==> config.mk <==
export PLATFORM = sky130hd
export DESIGN_NAME = mult_par_pipe
export DESIGN_NICKNAME = d
export VERILOG_FILES = /design/src/rtl/mult_par_pkg.sv /design/src/rtl/mult_par_chk.sv /design/src/rtl/mult_par_pipe.sv
export SDC_FILE = /design/constraint.sdc
export NUM_CORES = 1
export LEC_CHECK = 0
export ABC_CLOCK_PERIOD_IN_PS = 9600
export CELL_PAD_IN_SITES_DETAIL_PLACEMENT = 1
export CELL_PAD_IN_SITES_GLOBAL_PLACEMENT = 1
export CORE_ASPECT_RATIO = 1.5
export CORE_UTILIZATION = 45
export DETAILED_ROUTE_END_ITERATION = 16
export GPL_TIMING_DRIVEN = 0
export PLACE_DENSITY_LB_ADDON = 0.1
export SYNTH_ARGS = -nofsm -noshare
export SYNTH_HDL_FRONTEND = slang
export SYNTH_HIERARCHICAL = 1
export SYNTH_SLANG_ARGS = --single-unit
export TNS_END_PERCENT = 5
==> constraint.sdc <==
create_clock -name clk -period 9.6 [get_ports clk]
set_clock_uncertainty 0.15 [all_clocks]
set_input_delay 1.92 -clock clk [delete_from_list [all_inputs] [get_ports clk]]
set_output_delay 1.92 -clock clk [all_outputs]
set_load 0.1 [all_outputs]
==> src/rtl/mult_par_pkg.sv <==
// Shared types and parity helpers for the parity-checked signed multiplier.
package mult_par_pkg;

    // Widest operand/result the parity helpers accept; narrower data is zero-extended.
    localparam int unsigned PAR_MAX_W = 256;

    typedef enum logic [1:0] {
        IDLE = 2'd0,
        CALC = 2'd1,
        DONE = 2'd2
    } state_t;

    // Parity bit to transmit alongside data: even -> ^data, odd -> ~^data.
    function automatic logic parity_bit(input logic [PAR_MAX_W-1:0] data, input logic odd);
        parity_bit = (^data) ^ odd;
    endfunction

    // Data plus its parity bit is valid when their combined XOR equals the odd flag.
    function automatic logic parity_ok(input logic [PAR_MAX_W-1:0] data, input logic par,
                                       input logic odd);
        parity_ok = (((^data) ^ par) == odd);
    endfunction

endpackage

==> src/rtl/mult_par_chk.sv <==
// Combinational operand parity checker; one instance per operand.
module mult_par_chk
    import mult_par_pkg::*;
#(
    parameter int unsigned WIDTH      = 16,
    parameter bit          PARITY_ODD = 1'b0
) (
    input  logic [WIDTH-1:0] data,
    input  logic             parity,
    output logic             valid_c
);

    always_comb begin
        valid_c = parity_ok(PAR_MAX_W'(data), parity, PARITY_ODD);
    end

endmodule

==> src/rtl/mult_par_pipe.sv <==
// Parametrised signed multiplier with req/ack capture, operand parity checking,
// fixed compute latency and a registered, held result.
module mult_par_pipe
    import mult_par_pkg::*;
#(
    parameter int unsigned WIDTH      = 16,
    parameter int unsigned LATENCY    = 3,
    parameter bit          PARITY_ODD = 1'b0
) (
    input  logic                 clk,
    input  logic                 rst,
    input  logic [WIDTH-1:0]     arg_a,
    input  logic                 arg_a_parity,
    input  logic [WIDTH-1:0]     arg_b,
    input  logic                 arg_b_parity,
    input  logic                 req,
    output logic                 ack,
    output logic [2*WIDTH-1:0]   result,
    output logic                 result_parity,
    output logic                 result_rdy,
    output logic                 arg_parity_error
);

    localparam int unsigned PW    = 2 * WIDTH;
    localparam int unsigned CNT_W = (LATENCY > 1) ? $clog2(LATENCY) : 1;

    state_t             state_q, state_d;
    logic [CNT_W-1:0]   cnt_q, cnt_d;
    logic [WIDTH-1:0]   a_q, a_d;
    logic [WIDTH-1:0]   b_q, b_d;
    logic               a_par_q, a_par_d;
    logic               b_par_q, b_par_d;
    logic               ack_q, ack_d;
    logic               rdy_q, rdy_d;
    logic               err_q, err_d;
    logic [PW-1:0]      result_q, result_d;
    logic               res_par_q, res_par_d;

    logic               a_ok_c;
    logic               b_ok_c;
    logic signed [PW-1:0] product_c;

    // Parity is judged on the captured operands, not the live inputs.
    mult_par_chk #(
        .WIDTH      (WIDTH),
        .PARITY_ODD (PARITY_ODD)
    ) u_chk_a (
        .data    (a_q),
        .parity  (a_par_q),
        .valid_c (a_ok_c)
    );

    mult_par_chk #(
        .WIDTH      (WIDTH),
        .PARITY_ODD (PARITY_ODD)
    ) u_chk_b (
        .data    (b_q),
        .parity  (b_par_q),
        .valid_c (b_ok_c)
    );

    // Operands are sign-extended before multiplying so the full product fits.
    always_comb begin
        product_c = PW'($signed(a_q)) * PW'($signed(b_q));
    end

    always_comb begin
        state_d   = state_q;
        cnt_d     = cnt_q;
        a_d       = a_q;
        b_d       = b_q;
        a_par_d   = a_par_q;
        b_par_d   = b_par_q;
        ack_d     = 1'b0;
        rdy_d     = 1'b0;
        err_d     = err_q;
        result_d  = result_q;
        res_par_d = res_par_q;

        unique case (state_q)
            IDLE: begin
                if (req) begin
                    a_d     = arg_a;
                    b_d     = arg_b;
                    a_par_d = arg_a_parity;
                    b_par_d = arg_b_parity;
                    cnt_d   = CNT_W'(LATENCY - 1);
                    ack_d   = 1'b1;
                    state_d = CALC;
                end
            end
            CALC: begin
                if (cnt_q == '0) begin
                    state_d = DONE;
                    rdy_d   = 1'b1;
                    if (a_ok_c && b_ok_c) begin
                        result_d = product_c;
                        err_d    = 1'b0;
                    end else begin
                        result_d = '0;
                        err_d    = 1'b1;
                    end
                    res_par_d = parity_bit(PAR_MAX_W'(result_d), PARITY_ODD);
                end else begin
                    cnt_d = cnt_q - CNT_W'(1);
                end
            end
            DONE: begin
                state_d = IDLE;
            end
            default: begin
                state_d = IDLE;
            end
        endcase
    end

    always_ff @(posedge clk) begin
        if (rst) begin
            state_q   <= IDLE;
            cnt_q     <= '0;
            a_q       <= '0;
            b_q       <= '0;
            a_par_q   <= 1'b0;
            b_par_q   <= 1'b0;
            ack_q     <= 1'b0;
            rdy_q     <= 1'b0;
            err_q     <= 1'b0;
            result_q  <= '0;
            res_par_q <= PARITY_ODD;
        end else begin
            state_q   <= state_d;
            cnt_q     <= cnt_d;
            a_q       <= a_d;
            b_q       <= b_d;
            a_par_q   <= a_par_d;
            b_par_q   <= b_par_d;
            ack_q     <= ack_d;
            rdy_q     <= rdy_d;
            err_q     <= err_d;
            result_q  <= result_d;
            res_par_q <= res_par_d;
        end
    end

    assign ack              = ack_q;
    assign result_rdy       = rdy_q;
    assign arg_parity_error = err_q;
    assign result           = result_q;
    assign result_parity    = res_par_q;

endmodule

==> summary.txt, run 1 <==
GRT
  – Vias in the first global route: 11800
  – Maximum number of pins on one net before global-route repair: 14
  – Total track usage: between 20 and 30%
  – Initial antenna violation count: 0
  – GR Overflow Total: 0
  – First-pass GRT wire length: 65000 µm

Route
  – Routed WL per cell: 20.7 µm
  – DRT antenna net count: 0
  – Via count: 10300
  – Detailed-route wire length: 40600 µm
  – Routed vias/inst: 5.25
  – DRC violation count after routing: 0
  – 1st-pass router iterations: 5
  – DRT iter0 DRCs: around 400

CTS
  – Worst-path clk slew: 0.07 ns
  – H-tree levels: 3
  – TritonCTS Buffers: 9
  – Worst-Skew Late Latency: ~0.35 ns
  – Number of hold buffers added after cts: 0
  – Post-CTS Setup Bufs: 0
  – CTS tree: built
  – Root Buffer: clkbuf_16
  – CTS Sinks: 74
  – Maximum clock path buffer count: 2
  – Cts repair resizes: 0

Die
  – I/O pins: 73
  – Core ar.: 28800 µm²
  – Die ar.: 30200 µm²
  – Rows: 76
  – Initial Util: 46.0%
  – DIE HEIGHT: 212 µm
  – Die W: about 140 µm

Yosys
  – Seq cells post-synth: 74
  – Post-synth EDFFs: 0
  – Netlist cell types: slightly below 60
  – YS warnings: 6
  – Register area share after synthesis: 11.2%
  – Synthesized Nets: roughly 1900
  – Synthesized area: 13300 µm²
  – Cells after synthesis: about 1500
  – Post-Syn Area per Cell: between 8 and 9 µm²
  – Most common flop cell mapped by yosys: dfxtp_1
  – Asr flop ratio synth: 0%

STA
  – Hold Vio Cnt, Final: 0
  – Final setup vio count: 0
  – Fin. max-slew vios: 0
  – Worst Tran Pin Value: 1.05 ns
  – Slew headroom: between 20% and 30%
  – Crit path time final: 8.74 ns
  – Final worst path period share: 91.0%
  – FMAX: 0.114 GHz
  – Setup TNS: 0 ns
  – RSZ-0062 raised after global routing: no

Min path
  – Worst hold path class: reg -> reg

Placement
  – Post-DP HPWL: 34000 µm
  – PortBufs: 71
  – Placed cell count: 1949
  – Gpl congestion: between 0.8 and 0.9

Power and ir drop
  – Peak supply drop: ~0.14 mV
  – Comb pwr share: 57.7%
  – Leakage: 7.15 nW
  – Pint: 0.000980 W
  – Clock power share: 21.4%
  – Power density cells: 118 nW/µm²
  – P_sw: between 0.0007 and 0.0008 W
  – Switching part of the total: 43.9%
  – Reg power frac: a little over a fifth

Job
  – Max-Cap Viols: 0

Setup path
  – CP Class: reg -> reg
  – Arr. time, crit path: 8.82 ns
  – Kind of end point of the critical path: flop
  – CP startpoint kind: flop
  – Critical Path Fanout Max: 10
  – CP required: 9.68 ns

Layout
  – Nets@finish: 1952
  – Layout cells sized above 1: 2.35%
  – Final core occ: about half
  – Non-filler cells, final: between 1500 and 2000
  – Filler cells: 3456
  – Commonest non-fill, non-tap cell in the layout: inv_1
  – Antenna diodes: 0
  – Area Growth Syn to Fin: 11.4%
  – Commonest non-fill, non-tap cells in the layout: inv_1, fa_1, nand2_1

Status
  – Status: completed
## cell families after synthesis
kind of cell / Yosys count / share of synthesized area, %
simple gates: 468 / 16.5
mux: 3 / 0.236
xor+xnor: 92 / 6.92
buf+inv: 357 / 10.1
flops: 74 / 11.2
compound gates: 149 / 7.64
fa+ha+maj: 345 / 47.4
## routing by layer
metal  vias up  track usage (%)  routed length (µm)
li1       4641                -                   -
met1      5330             34.8               15900
met2       244             52.9               21300
met3        91             2.95                1460
met4         0             13.8                1970
met5         -                0                   0
## worst max-delay path: stages, from the launching register on
cell	delay [ns]
dfxtp_1	0.34
clkbuf_1	0.71
clkbuf_1	0.44
nand2_1	0.13
fa_1	0.52
inv_1	0.05
fa_1	0.48
fa_1	0.58
fa_1	0.45
fa_1	0.51
inv_1	0.05
fa_1	0.53
inv_1	0.07
ha_1	0.38
a21o_1	0.25
a21o_1	0.21
a211o_1	0.31
nor3_2	0.41
o221ai_2	0.15
xor2_1	0.41
xnor3_1	0.41
nand2_1	0.08
xnor3_1	0.21
xnor3_1	0.38
and3_1	0.17
o31a_1	0.23
## synth_stat cells (3+ instances only)
library cell  instances  area [µm²]
a211o_1               3        26.3
a211oi_1              3        22.5
a21o_1                8        60.1
a21oi_1              75         375
a22oi_1              13        97.6
and2_1              128         801
and3_1                5        31.3
buf_2                 4        20.0
clkbuf_1             58         218
dfxtp_1              74        1480
fa_1                262        5250
ha_1                 83        1040
inv_1               293        1100
nand2_1             224         841
nand2b_1              8        50.1
nand3_1              12        60.1
nor2_1               65         244
nor2b_1               3        18.8
nor3_1               10        50.1
o211ai_1              4        30.0
o21ai_0               9        45.0
o21ai_1               5        25.0
o21bai_1              5        37.5
xnor2_1              68         596
xnor3_1               7         158
xor2_1               15         131
## through the flow
step / area [µm²] / power [W] / setup WS, ns / hold slack, ns
2_1_floorplan: 13300 / 0.00109 / 2.36 / 0.298
3_5_place_dp: 14500 / 0.00137 / 0.903 / 0.301
5_1_grt: 14800 / 0.00185 / 0.563 / 0.333
6_report: 14800 / 0.00175 / 0.864 / 0.304
4_1_cts: 14800 / 0.00175 / 0.867 / 0.310
3_3_place_gp: 14500 / 0.00135 / 0.991 / 0.295
## power by group through the flow
stage	clock network (W)	logic, W	registers (W)
floorplan	0	0.000685	0.000404
global placement	0	0.000983	0.000370
detailed placement	0	0.00100	0.000370
CTS	0.000377	0.00101	0.000364
global route	0.000389	0.00109	0.000366
finish	0.000374	0.00101	0.000365
## path summary, 6_finish.rpt
path | startpoint | to | slack (ns) | cells past startpoint
max reg2reg | b_q[9]$_SDFFE_PP0P_ | result_parity$_SDFFE_PP0P_ | 0.86 | 25
min | result[1]$_SDFFE_PP0P_ | result[1]$_SDFFE_PP0P_ | 0.30 | 2
max | b_q[9]$_SDFFE_PP0P_ | result_parity$_SDFFE_PP0P_ | 0.86 | 25
min reg2reg | result[1]$_SDFFE_PP0P_ | result[1]$_SDFFE_PP0P_ | 0.30 | 2
## flip-flops by register name, indices dropped and copies added (netlist names), 2 cells and up
signal   flops
a_q         16
state_q      2
b_q         16
cnt_q        2
result      32
## cell type report
cell class / instances / area, µm² / area share (%)
sequential: 74 / 1480 / 10.0
clock inverter: 6 / 92.6 / 0.627
timing repair buffer: 71 / 711 / 4.81
tap: 390 / 488 / 3.30
multi-input combinational: 1057 / 10400 / 70.6
inverter: 293 / 1100 / 7.45
clock buffer: 9 / 225 / 1.52
buffer: 64 / 245 / 1.66
(Power assumes the default switching activity.)
==> run 2: changes to the inputs <==
--- a/config.mk
+++ b/config.mk
@@ -12,6 +12,7 @@
 export CORE_UTILIZATION = 45
 export DETAILED_ROUTE_END_ITERATION = 16
 export GPL_TIMING_DRIVEN = 0
+export HOLD_SLACK_MARGIN = 0.1
 export PLACE_DENSITY_LB_ADDON = 0.1
 export SYNTH_ARGS = -nofsm -noshare
 export SYNTH_HDL_FRONTEND = slang
==> results of run 2 <==
No change in the layout: final DEF, timing and power equal those of run 1.
